==> config.mk <==
export PLATFORM = sky130hd
export DESIGN_NAME = uart_rx_flat
export DESIGN_NICKNAME = d
export VERILOG_FILES = /design/src/rtl/uart_rx_if.sv /design/src/rtl/uart_rx.sv /design/src/flat_wrapper.sv
export SDC_FILE = /design/constraint.sdc
export NUM_CORES = 1
export LEC_CHECK = 0
export CAP_MARGIN = 20
export CELL_PAD_IN_SITES_DETAIL_PLACEMENT = 0
export CELL_PAD_IN_SITES_GLOBAL_PLACEMENT = 1
export CORE_UTILIZATION = 47
export CTS_BUF_LIST = sky130_fd_sc_hd__clkbuf_8 sky130_fd_sc_hd__clkbuf_16
export DETAILED_ROUTE_END_ITERATION = 12
export HOLD_SLACK_MARGIN = 0.15
export PLACE_DENSITY_LB_ADDON = 0.1
export SYNTH_ARGS = -nofsm -noshare
export SYNTH_HDL_FRONTEND = slang
export SYNTH_SLANG_ARGS = --single-unit
export TNS_END_PERCENT = 10
==> constraint.sdc <==
create_clock -name clk -period 2.1 [get_ports clk]
set_input_delay 0.42 -clock clk [delete_from_list [all_inputs] [get_ports clk]]
set_output_delay 0.42 -clock clk [all_outputs]
set_load 0.005 [all_outputs]
==> src/rtl/uart_rx_if.sv <==
// Serial input and received-byte outputs of the 8N1 UART receiver.
// The receiver uses master; the side that drives the line and consumes bytes uses slave.
interface uart_rx_if;
    logic       uart_rx;
    logic [7:0] rx_data_o;
    logic       rx_valid_o;
    logic       rx_frame_err_o;
    logic       rx_busy_o;

    modport master (
        input  uart_rx,
        output rx_data_o, rx_valid_o, rx_frame_err_o, rx_busy_o
    );

    modport slave (
        output uart_rx,
        input  rx_data_o, rx_valid_o, rx_frame_err_o, rx_busy_o
    );
endinterface

==> src/rtl/uart_rx.sv <==
// 8N1 UART receiver: 2-flop synchronizer, falling-edge start detection, mid-bit sampling.
// Delivers a one-cycle valid pulse per good byte, or a framing-error pulse when the stop bit is low.
module uart_rx #(
    parameter logic [31:0] MODULE_CLK_RATE   = 32'd100000000,
    parameter logic [31:0] UART_BAUDCLK_RATE = 32'd115200
) (
    input logic      clk,
    input logic      rst,
    uart_rx_if.master rx
);
    localparam logic [31:0] BAUD_DIV = MODULE_CLK_RATE / UART_BAUDCLK_RATE;
    localparam logic [31:0] HALF_DIV = BAUD_DIV / 32'd2;
    localparam logic [15:0] FULL_TC  = BAUD_DIV[15:0] - 16'd1;
    localparam logic [15:0] HALF_TC  = HALF_DIV[15:0] - 16'd1;

    typedef enum logic [2:0] {IDLE, START, DATA, STOP, WAIT_IDLE} state_t;

    state_t      state, state_nxt;
    logic        sync1, rx_s, rx_d;
    logic [1:0]  prime;
    logic [15:0] cnt;
    logic [2:0]  bit_idx;
    logic [7:0]  shreg;
    logic [7:0]  data_q;
    logic        valid_q, err_q;
    logic        fall, tc_half, tc_full, cnt_tc;
    logic        valid_nxt, err_nxt, busy;

    // The synchronizer resets high, so edge detection stays disabled until rx_d
    // holds a genuine pin sample; a line low through reset is then not a start.
    always_ff @(posedge clk or posedge rst) begin
        if (rst) begin
            sync1 <= 1'b1;
            rx_s  <= 1'b1;
            rx_d  <= 1'b1;
            prime <= 2'd0;
        end else begin
            sync1 <= rx.uart_rx;
            rx_s  <= sync1;
            rx_d  <= rx_s;
            if (prime != 2'd3) prime <= prime + 2'd1;
        end
    end

    assign fall    = (prime == 2'd3) && rx_d && !rx_s;
    assign tc_half = (cnt == HALF_TC);
    assign tc_full = (cnt == FULL_TC);
    assign cnt_tc  = (state == START) ? tc_half : tc_full;

    always_ff @(posedge clk or posedge rst) begin
        if (rst) state <= IDLE;
        else     state <= state_nxt;
    end

    always_comb begin
        state_nxt = state;
        case (state)
            IDLE:      if (fall) state_nxt = START;
            START:     if (tc_half) state_nxt = rx_s ? IDLE : DATA;
            DATA:      if (tc_full && (bit_idx == 3'd7)) state_nxt = STOP;
            STOP:      if (tc_full) state_nxt = rx_s ? IDLE : WAIT_IDLE;
            WAIT_IDLE: if (rx_s) state_nxt = IDLE;
            default:   state_nxt = IDLE;
        endcase
    end

    always_comb begin
        valid_nxt = 1'b0;
        err_nxt   = 1'b0;
        busy      = (state != IDLE);
        if (state == STOP && tc_full) begin
            valid_nxt = rx_s;
            err_nxt   = !rx_s;
        end
    end

    always_ff @(posedge clk or posedge rst) begin
        if (rst) begin
            cnt     <= '0;
            bit_idx <= '0;
            shreg   <= '0;
            data_q  <= '0;
            valid_q <= 1'b0;
            err_q   <= 1'b0;
        end else begin
            valid_q <= valid_nxt;
            err_q   <= err_nxt;
            if (valid_nxt) data_q <= shreg;

            if (state == START || state == DATA || state == STOP)
                cnt <= cnt_tc ? '0 : cnt + 16'd1;
            else
                cnt <= '0;

            if (state == START && tc_half) bit_idx <= '0;
            if (state == DATA && tc_full) begin
                shreg   <= {rx_s, shreg[7:1]};
                bit_idx <= bit_idx + 3'd1;
            end
        end
    end

    assign rx.rx_data_o      = data_q;
    assign rx.rx_valid_o     = valid_q;
    assign rx.rx_frame_err_o = err_q;
    assign rx.rx_busy_o      = busy;
endmodule

==> src/flat_wrapper.sv <==
// flat-port wrapper written by rule: the top's interface ports become plain ports
module uart_rx_flat 
#(
    parameter logic [31:0] MODULE_CLK_RATE   = 32'd100000000,
    parameter logic [31:0] UART_BAUDCLK_RATE = 32'd115200
)
  (clk, rst, rx_uart_rx, rx_rx_data_o, rx_rx_valid_o, rx_rx_frame_err_o, rx_rx_busy_o);
  uart_rx_if rx_i ();
  input logic clk;
  input logic rst;
  input wire logic [$bits(rx_i.uart_rx)-1:0] rx_uart_rx;
  output wire logic [$bits(rx_i.rx_data_o)-1:0] rx_rx_data_o;
  output wire logic [$bits(rx_i.rx_valid_o)-1:0] rx_rx_valid_o;
  output wire logic [$bits(rx_i.rx_frame_err_o)-1:0] rx_rx_frame_err_o;
  output wire logic [$bits(rx_i.rx_busy_o)-1:0] rx_rx_busy_o;
  assign rx_i.uart_rx = rx_uart_rx;
  assign rx_rx_data_o = rx_i.rx_data_o;
  assign rx_rx_valid_o = rx_i.rx_valid_o;
  assign rx_rx_frame_err_o = rx_i.rx_frame_err_o;
  assign rx_rx_busy_o = rx_i.rx_busy_o;
  uart_rx #(.MODULE_CLK_RATE(MODULE_CLK_RATE), .UART_BAUDCLK_RATE(UART_BAUDCLK_RATE)) u_core (.clk(clk), .rst(rst), .rx(rx_i));
endmodule
Word level (Yosys, flattened, before mapping)
Index checks and enable logic that the tools add are counted.
- bits in registers: 45
- bits in latches: 0
- bits in writable memories: 0
- memory bits (read-only): 0
- output and inout port bits: 11
- memories kept: 0
- $add $sub $neg: 3
- multiply operators: 0
- div/mod/pow operators: 0
- $lt $le $gt $ge: 0
- equality and inequality tests: 14
- shift operators: 0
- muxes and demuxes: 15
- bitwise operators: 0
- reduce and logical (&&, ||, !) cells: 13
- operators by type and width (cell ; count):
    16-bit 2-to-1 mux ; 2
    3-bit 2-to-1 mux ; 8
    16-bit by 1-bit adder with 16-bit output (second input constant) ; 1
    16-bit by 10-bit equality test with 1-bit output (second input constant) ; 1
    16-bit by 9-bit equality test with 1-bit output (second input constant) ; 1
    3-bit case mux with 5 select lines ; 1
    2-bit by 1-bit != test with 1-bit output (second input constant) ; 5
    3-bit by 2-bit equality test with 1-bit output (second input constant) ; 2
    3-bit equality test (second input constant) ; 2
    1-bit logical AND ; 6
    5-bit AND reduction ; 1
    3-bit by 1-bit adder with 3-bit output (second input constant) ; 1
    3-bit by 1-bit equality test with 1-bit output (second input constant) ; 1
    3-bit zero test ; 1
    1-bit 2-to-1 mux ; 3
    3-bit nonzero test ; 1
    2-bit by 1-bit adder with 2-bit output (second input constant) ; 1
    2-bit equality test (second input constant) ; 1
    1-bit logical OR ; 2
    2-bit 2-to-1 mux ; 1
    2-bit != test (second input constant) ; 1
    2-bit nonzero test ; 1
    1-bit zero test ; 1

Logic depth before layout (Yosys ltp)
- word-level depth: 5
- gate-level depth with buffers: 7

Least setup slack after synthesis
Ideal clock, no wire load.
- path kind: register to register
- from: register u_core.cnt[0]
- to: register u_core.shreg[0]
- library setup time: 0.127 ns
- arrival time: 1.747 ns
- data required time: 1.973 ns
- path slack: 0.225 ns
- stages on the path, launching flop included: 8
- path buffers: 2
- period minus slack after synthesis: 1.875 ns
- path through: dfrtp_1 -> ha_1 -> and3_1 -> and4_1 -> buf_4 -> and3_4 -> buf_6 -> mux2_1
- cells in the longest elaborated chain, start to end: 2
- ends and longest elaborated chain (what ; line ; source):
    start: declaration ; uart_rx.sv:21 ; logic [15:0] cnt;
    start signal: assignment ; uart_rx.sv:91 ; cnt <= cnt_tc ? '0 : cnt + 16'd1;
    16-bit by 10-bit equality test with 1-bit output ; uart_rx.sv:47 ; assign tc_full = (cnt == FULL_TC);
    1-bit logical AND ; uart_rx.sv:96 ; if (state == DATA && tc_full) begin
    end signal: assignment ; uart_rx.sv:97 ; shreg <= {rx_s, shreg[7:1]};
    end: declaration ; uart_rx.sv:23 ; logic [7:0] shreg;
Every way passes these cells.
A chain may end at the register's enable or synchronous reset.

Worst setup path in the final report
- from: register u_core.cnt[10]
- to: register u_core.shreg[2]
The elaborated chain is that of the path after synthesis.

==> results.rst <==
.. list-table::
   :header-rows: 1

   * - Metric
     - Value
   * - Number of resized instances in the post-cts repair step
     - 0
   * - Net switching power figure
     - 0.545 mW
   * - Final-stage net count
     - 194
   * - Crit Path Max Fanout
     - 11
   * - Per-cell via count in the routed design
     - 5.67
   * - Number of synthesized register bits
     - between 40 and 50
   * - Starting density of the core
     - between 50 and 60%
   * - Metal3 WL
     - 133 um
   * - Filler Cells Inserted
     - 352
   * - Synthesized Nets
     - 177
   * - First-iteration detailed-routing DRC count
     - 86
   * - Worst-case setup slack after placement
     - 0.113 ns
   * - Largest area contributor in the synthesized netlist
     - sky130_fd_sc_hd__dfrtp_1
   * - Maximum number of pins on one net before global-route repair
     - 30
   * - Leakage component of the power
     - 1.06 nW
   * - Total instance count after detailed placement
     - 229
   * - Number of CTS-inserted buffers
     - 5
   * - Setup bufs post-CTS
     - 0
   * - Final number of max-transition violations
     - 0
   * - Num rows
     - 23
   * - Die Ht
     - 68.7 um
   * - Start point of the critical path
     - u_core.cnt[10]
   * - RSZ-0062 raised after global routing
     - no
   * - Number of I/O pins
     - 14
   * - Clock Tree Buf Depth
     - 2
   * - Tot GR Track Use
     - 18.8%
   * - Clock transition at the register clock pins on the worst setup and hold paths after CTS
     - 0.08 ns
   * - Area contributors post-synth
     - sky130_fd_sc_hd__dfrtp_1 50%, sky130_fd_sc_hd__mux2_1 5.9%, sky130_fd_sc_hd__dfstp_2 3.8%
   * - Post-route clock skew
     - between 0.008 and 0.009 ns
   * - Number of antenna-violating nets in the routed design
     - 0
   * - Share of the core filled with cells
     - 56.9%
   * - Uppermost layer routed
     - met4
   * - Length of the first detailed-routing pass in iterations
     - 4
   * - Full die area
     - 4720 um^2
   * - Sort of element at the end of the critical path
     - flop
   * - Hold crit path type
     - reg -> reg
   * - Drt wl/cell
     - between 15 and 20 um
   * - Combined area of all synthesized cells
     - between 2000 and 2500 um^2
   * - Pwr Density
     - 779 nW/um^2
   * - Highest clock frequency the design can meet
     - 498 MHz
   * - Max Cap Viol
     - 0
   * - Setup Viol. Count Final
     - 0
   * - Worst path required time
     - 2.29 ns
   * - Switching power share of the total
     - 29.7%
   * - Area grow syn2layout
     - 12.7%
   * - Clock tree from TritonCTS
     - built
   * - Worst Path Class, Setup
     - reg -> reg
   * - Share of power burned in the clock network
     - ~29%
   * - Number of global-route vias before repair
     - 1418
   * - Synth Area per Inst
     - between 10 and 15 um^2
   * - Worst skew pair latency
     - roughly 0.30 ns
   * - Global-route wire length before repair
     - 6310 um
   * - Die extent in x
     - 68.7 um
   * - Hold Violations, Final
     - 0
   * - Via count
     - 1343
   * - Top cell type's share of synthesized area
     - 50.3%
   * - Clock sinks
     - 45
   * - Predominant post-synthesis flop cell
     - sky130_fd_sc_hd__dfrtp_1
   * - Gp weighted congestion
     - around 0.76
   * - Rel. slew slack
     - 55.9%
   * - Internal power component
     - 1.29 mW
   * - Most instantiated cells after synthesis
     - 42 x sky130_fd_sc_hd__dfrtp_1, 15 x sky130_fd_sc_hd__nor3_1, 11 x sky130_fd_sc_hd__mux2_1, 9 x sky130_fd_sc_hd__nand2_1, 7 x sky130_fd_sc_hd__xor2_1
   * - Proportion of synthesized flip-flops having asynchronous set or reset
     - between 90% and 100%
   * - Most frequent cell after synthesis
     - sky130_fd_sc_hd__dfrtp_1
   * - H-tree levels
     - 2
   * - Clk root buf
     - sky130_fd_sc_hd__clkbuf_8
   * - Arrival time at the worst endpoint
     - 2.20 ns
   * - Largest voltage drop on the vdd net
     - 0.629 mV
   * - Drt total wl
     - 3720 um
   * - Synthesis warning total
     - 0
   * - Number of hold-repair buffers added at the cts stage
     - 0
   * - Port Buffer Count
     - 13
   * - Number of antenna violations at the first check in global routing
     - 0
   * - Portion of the post-synthesis area used by sequential elements
     - approximately 54%
   * - HPWL after detailed placement
     - roughly 2600 um
   * - Worst flop-to-flop path startpoint
     - u_core.cnt[10]
   * - Total met2 wirelength after detailed routing
     - 1820 um
   * - Post-route minimum period
     - 2.01 ns
   * - Reg power frac
     - a little under three fifths
   * - Total congestion overflow
     - 0
   * - Synthesized netlist cell count
     - 169
   * - Area inside the core boundary
     - 4140 um^2
   * - Remaining DRCs
     - 0
   * - Fraction of layout instances using a drive strength above 1
     - 15.0%
   * - Worst-Margin Slew
     - 0.657 ns
   * - Count of non-filler cells in the finished layout
     - around 240
   * - Combinational share of power
     - 14.2%
   * - Routed metal-1 wire length
     - 1710 um
   * - Count of antenna diodes in the layout
     - 0
   * - Overall power of the completed layout
     - 1.84 mW
   * - EDFF count, synth
     - 0
   * - Fin Setup TNS
     - 0 ns
   * - Minimum setup slack in the final design
     - 0.0904 ns
   * - Outcome
     - finished clean
   * - Fin crit share
     - a little over nine tenths
   * - Number of library cell types mapped by synthesis
     - 43
   * - Kind of start point of the critical path
     - flop
   * - Hold path start
     - u_core.sync1
==> power groups by stage <==
| stage | Combinational [mW] | Sequential [mW] | Clock, mW |
|---|---|---|---|
| finish | 0.261 | 1.05 | 0.529 |
| detailed placement | 0.261 | 1.06 | 0 |
| global route | 0.296 | 1.06 | 0.576 |
| floorplan | 0.223 | 1.03 | 0 |
| global placement | 0.249 | 1.06 | 0 |
| CTS | 0.264 | 1.04 | 0.541 |
==> area by class of cell <==
class / count / area (um^2) / area share (%)
inverters: 6 / 22.5 / 0.956
multi-input cells: 113 / 896 / 38.0
flip-flops and latches: 45 / 1130 / 48.0
repair buffers: 15 / 158 / 6.69
well taps: 50 / 62.6 / 2.66
clock inverters: 3 / 18.8 / 0.797
clock buffers: 5 / 68.8 / 2.92
==> stage by stage <==
stage	hold slack (ns)	instance area [um^2]
finish	0.359	2360
floorplan	0.345	2090
detailed placement	0.349	2270
global placement	0.345	2270
global route	0.365	2360
CTS	0.361	2360
==> worst max-delay path, cell delays in order (launching register included) <==
cell                      delay (ns)
sky130_fd_sc_hd__dfrtp_1        0.46
sky130_fd_sc_hd__nor4_2         0.37
sky130_fd_sc_hd__and4_1         0.39
sky130_fd_sc_hd__and3_4         0.33
sky130_fd_sc_hd__mux2_1         0.34
==> cells in the final DEF (no fill, tap or decap), types with 4 or more instances in the layout <==
cell	Yosys	final
sky130_fd_sc_hd__and4_1	4	4
sky130_fd_sc_hd__nand4_1	6	6
sky130_fd_sc_hd__mux2_2	6	6
sky130_fd_sc_hd__dfrtp_1	42	42
sky130_fd_sc_hd__nand2_1	9	9
sky130_fd_sc_hd__clkbuf_8	0	5
sky130_fd_sc_hd__inv_1	6	6
sky130_fd_sc_hd__xor2_1	7	7
sky130_fd_sc_hd__xnor2_1	5	5
sky130_fd_sc_hd__clkdlybuf4s50_1	0	13
sky130_fd_sc_hd__mux2_1	11	11
sky130_fd_sc_hd__ha_1	5	5
sky130_fd_sc_hd__nor3_1	15	15
==> worst paths after layout <==
path / to / slack [ns] / cells after the start
min: u_core.rx_s / 0.36 / 0
min reg2reg: u_core.rx_s / 0.36 / 0
min in group asynchronous: u_core.cnt[11] / 0.43 / 2
max in group asynchronous: u_core.sync1 / 1.08 / 3
max: u_core.shreg[2] / 0.09 / 4
max reg2reg: u_core.shreg[2] / 0.09 / 4
==> state kept, by name (all words and copies together) (netlist names) <==
register,cells
u_core.bit_idx,3
u_core.state,3
u_core.rx_s,1
u_core.cnt,16
u_core.rx.rx_valid_o,1
u_core.rx.rx_data_o,8
u_core.rx_d,1
u_core.shreg,8
u_core.rx.rx_frame_err_o,1
u_core.sync1,1
u_core.prime,2
==> routing by layer <==
metal / global-route usage, % / up-vias
met4: 7.14 / 0
met1: 21.7 / 665
met2: 32.2 / 22
li1: - / 652
met5: 0 / -
met3: 6.41 / 4
==> cell families (layout without fill, tap and decap cells) <==
| group | Yosys count | after routing | synth area share [%] |
|---|---|---|---|
| mux | 18 | 18 | 9.87 |
| buf+inv | 11 | 29 | 3.11 |
| simple gates | 61 | 61 | 18.9 |
| flops | 45 | 45 | 54.0 |
| fa+ha+maj | 5 | 5 | 2.99 |
| compound gates | 17 | 17 | 6.04 |
| xor+xnor | 12 | 12 | 5.03 |
(Power assumes the default switching activity.)
==> edit 1 (same flow settings) <==
Encoding of `state_t`: now Gray code (3 bits for 5 states).
--- a/src/rtl/uart_rx.sv
+++ b/src/rtl/uart_rx.sv
@@ -14,5 +14,5 @@
     localparam logic [15:0] HALF_TC  = HALF_DIV[15:0] - 16'd1;
 
-    typedef enum logic [2:0] {IDLE, START, DATA, STOP, WAIT_IDLE} state_t;
+    typedef enum logic [2:0] {IDLE = 3'b000, START = 3'b001, DATA = 3'b011, STOP = 3'b010, WAIT_IDLE = 3'b110} state_t;
 
     state_t      state, state_nxt;
Formal check against the unedited RTL: no difference found for any inputs over 10 cycles, from zero or initial values and one cycle with rst high; not proved beyond that.
==> edit 1 against the original RTL <==
Clock power is 23% higher. Sequential share of layout area shrank 1.3 points. Utilization grew 2.1 points. Synthesized area fell by 0.24%. Worst setup slack worse by 0.0022 ns. Combinational power up 34%. Power rose by 13%. Design area rose by 2.9%. Sequential cell count is the same. Wire length shrank 1.1%. Critical path type is now reg -> out. Largest cell class unchanged.
==> edit 1: results <==
set metrics [dict create \
    outcome "finished clean" \
    dp_slack_ns 0.242 \
    hold-path-endpoint "u_core.rx_s" \
    cp_top_family "flip-flops" \
    finalClockSkew_ns 0.00764 \
    final_nets 202 \
    dpl.hpwl_mm 2.60 \
    vias_per_cell 5.58 \
    grt_pass1_wl_mm 6.40 \
    grtUsageTotal 0.188 \
    crit_fanout 9 \
    synth_cell_types 38 \
    hold_start "u_core.sync1" \
    io_buffers 13 \
    layout.cells.non_filler 245 \
    grt_use_met2 0.327 \
    critPathArrivalTime_ns 1.59 \
    cpMaxStageDelayCell "dfrtp_2" \
    synthTopCellsByCount "dfrtp_1 (42), nor3_1 (20), xnor2_1 (15)" \
    dp.cells 237 \
    grt_pass1_vias 1404 \
    n_fill_cell 336 \
    r2r-start "u_core.cnt[0]" \
    cts-root-buf "clkbuf_8" \
    gp_congestion 0.766 \
    worstHoldPathType "reg -> reg" \
    grt_use_met1 0.215 \
    diodes 0 \
    slew_headroom 0.555 \
    syn-num-nets 181 \
    drtIter0Drc 58 \
    synthTopCellsByArea "dfrtp_1 (50%), mux2_2 (6.5%), xnor2_1 (6.3%), nor3_1 (4.8%), dfstp_2 (3.8%)" \
    r2r_cells 5 \
    r2r_slack_ns 0.23 \
    ir_drop_mv 0.431 \
    yosysSeqAreaShare 0.542 \
    gr-usage-met3 0.0378 \
    rr_endpoint "u_core.rx.rx_data_o[7]" \
    postSynthCellCount 173 \
]
[edit 1: kinds of logic after synthesis]
kind of cell               Yosys count  synth area share
and+or+nand+nor                     62             0.188
DFF                                 45             0.542
muxes                               20             0.108
xor gates and xnor gates            16            0.0672
buffers and inverters               13            0.0264
AOI/OAI and AO/OA                   12            0.0384
adders and majority gates            5            0.0300
[edit 1: what timing repair did]
item                                    4_1_cts  5_1_grt
setup buffers                                 0        0
endpoints found under the setup margin        0        1
resized for setup                             0        1
hold buffers                                  0        0
[edit 1: per-layer routing]
metal	part of all wire	vias up
met2	0.51	17
met4	0.021	0
li1	-	663
met5	0	-
met1	0.45	677
met3	0.020	9
[edit 1: worst reg2reg max path, delay by kind of cell, from the launching register on]
kind / cells / cell delay [ns]
and+or+nand+nor: 3 / 0.75
muxes: 1 / 0.35
DFF: 1 / 0.42
adders and majority gates: 1 / 0.23
[edit 1: worst max-delay path by stage]
stage | start | endpoint | slack, ns | cells past startpoint
after floorplan | u_core.cnt[0] | u_core.rx.rx_data_o[0] | 0.41 | 5
after global placement | u_core.cnt[0] | u_core.rx.rx_data_o[7] | 0.29 | 5
after CTS | u_core.state[1] | rx_rx_busy_o | 0.04 | 2
after detailed placement | u_core.cnt[0] | u_core.shreg[2] | 0.24 | 5
after global routing | u_core.state[1] | rx_rx_busy_o | 0.03 | 2
final | u_core.state[1] | rx_rx_busy_o | 0.09 | 2
[edit 1: area by class of cell]
| type | count | area (sq um) | share of cell area |
|---|---|---|---|
| repair buffers | 18 | 180 | 0.0743 |
| inverters | 9 | 33.8 | 0.0139 |
| flip-flops and latches | 45 | 1130 | 0.466 |
| well taps | 50 | 62.6 | 0.0258 |
| multi-input cells | 115 | 901 | 0.372 |
| clock inverters | 2 | 33.8 | 0.0139 |
| clock buffers | 6 | 82.6 | 0.0341 |
[edit 1: through the flow]
stage | power [uW] | area [sq um]
after floorplan | 1330 | 2090
after global placement | 1410 | 2310
after global routing | 2180 | 2420
after CTS | 2100 | 2420
after detailed placement | 1420 | 2310
final | 2070 | 2420
[edit 1: power by group]
part | total (uW) | internal, uW | leakage [uW] | switching [uW]
logic | 351 | 164 | 0.000448 | 187
registers | 1060 | 950 | 0.000587 | 112
clock network | 653 | 383 | 0.0000626 | 270
total | 2070 | 1500 | 0.00110 | 569
==> edit 2 (same flow settings) <==
Without the edit above. `UART_BAUDCLK_RATE` is set to 32'd115200 in 2 places; all go to 32'd86400.
--- a/src/rtl/uart_rx.sv
+++ b/src/rtl/uart_rx.sv
@@ -3,5 +3,5 @@
 module uart_rx #(
     parameter logic [31:0] MODULE_CLK_RATE   = 32'd100000000,
-    parameter logic [31:0] UART_BAUDCLK_RATE = 32'd115200
+    parameter logic [31:0] UART_BAUDCLK_RATE = 32'd86400
 ) (
     input logic      clk,
--- a/src/flat_wrapper.sv
+++ b/src/flat_wrapper.sv
@@ -3,5 +3,5 @@
 #(
     parameter logic [31:0] MODULE_CLK_RATE   = 32'd100000000,
-    parameter logic [31:0] UART_BAUDCLK_RATE = 32'd115200
+    parameter logic [31:0] UART_BAUDCLK_RATE = 32'd86400
 )
   (clk, rst, rx_uart_rx, rx_rx_data_o, rx_rx_valid_o, rx_rx_frame_err_o, rx_rx_busy_o);
Check against the original RTL: no difference found for any inputs over 10 cycles, from zero or initial values and one cycle with rst high; that may be too few to reach the edited logic, so the function may still have changed.
==> edit 2 against the original RTL <==
Sequential cell count unchanged. Power increased by 11%. Synthesized cell count increased by 7.7%. Critical endpoint is now rx_rx_busy_o. Global-route usage up 0.61 points. Worst setup slack better by 0.0074 ns. Design area increased by 7.2%. Critical path type is now reg -> out. Sequential share of layout area down 3.2 points. Wire length grew 9.0%. Hold slack improved by 0.0028 ns. Register-to-register slack improved by 0.05 ns. Via count is 8.6% higher. Synthesized area rose by 2.2%.
==> edit 2: results <==
set metrics [dict create \
    layout-drive-gt1-share 0.227 \
    syn-num-nets 191 \
    crit_start "u_core.state[1]" \
    gr-usage-met3 0.0480 \
    avgSynthCellArea_sq_um 11.7 \
    rr_endpoint "u_core.state[1]" \
    critPathCapture "rx_rx_busy_o" \
    slew_headroom 0.595 \
    met1Wirelength_mm 1.78 \
    cts_max_level 2 \
    power_density_nw_per_um2 804 \
    crit_fanout 7 \
    gp_congestion 0.778 \
    leakagePower_uw 0.00111 \
    place_area_sq_um 2380 \
    critPathArrivalTime_ns 1.58 \
    r2r-start "u_core.cnt[8]" \
    met3_length_um 121 \
    final_cell_area_sq_um 2520 \
    cpMaxStageDelayCell "dfrtp_1" \
    synthTopCellsByCount "dfrtp_1 (42), nor3_1 (16), mux2_2 (15)" \
    final_nets 215 \
    p_comb_uw 323 \
    hold_start "u_core.sync1" \
    period_minus_slack_ns 2.00 \
    grt_use_met2 0.329 \
    r2r_slack_ns 0.14 \
    finalClockSkew_ns 0.00917 \
    num_vias 1459 \
    yosysSeqAreaShare 0.529 \
    grt_max_degree 20 \
    cp_top_family "flip-flops" \
    p_sw_uw 586 \
    n_fill_cell 377 \
    dr.max_layer_used "met4" \
    wl_met2_mm 2.10 \
    outcome "finished clean" \
    holdWs_ns 0.362 \
    dp_slack_ns 0.0125 \
    worstHoldPathType "reg -> reg" \
    async_flop_share 1.00 \
    vias_per_cell 5.63 \
    dpl.hpwl_mm 2.98 \
    grtUsageTotal 0.194 \
    grt_use_met1 0.243 \
    io_buffers 13 \
    drtIter0Drc 80 \
    synth_cell_types 41 \
    drt_first_pass_iters 4 \
    routedWlPerCell_um 15.7 \
    grt_pass1_vias 1578 \
    ir_drop_mv 0.654 \
    grt_pass1_wl_mm 7.36 \
    dp.cells 250 \
    synthTopCellsByArea "dfrtp_1 (49%), mux2_2 (7.9%), nor3_1 (3.7%), dfstp_2 (3.7%), ha_1 (3.5%)" \
]
-- edit 2: cell count changes after synthesis, sizes merged, moves of 3 or more --
cell	before	now
nand4	8	5
nand3	3	8
and4	4	1
inv	6	13
o22ai	0	3
-- edit 2: cells by family after synthesis --
logic type                 after synthesis  synth area share
and+or+nand+nor                         64             0.196
adders and majority gates                6            0.0351
buffers and inverters                   19            0.0363
AOI/OAI and AO/OA                       18            0.0615
muxes                                   17            0.0890
DFF                                     45             0.529
xor gates and xnor gates                13            0.0533
-- edit 2: cell type report --
| type | instances | share of cell area |
|---|---|---|
| clock buffers | 5 | 0.0273 |
| clock inverters | 3 | 0.0183 |
| inverters | 13 | 0.0193 |
| multi-input cells | 118 | 0.371 |
| flip-flops and latches | 45 | 0.447 |
| well taps | 52 | 0.0258 |
| repair buffers | 23 | 0.0912 |
-- edit 2: what timing repair did --
action,4_1_cts,5_1_grt
gates resized for setup,0,1
endpoints found under the setup margin,0,25
setup buffers,0,1
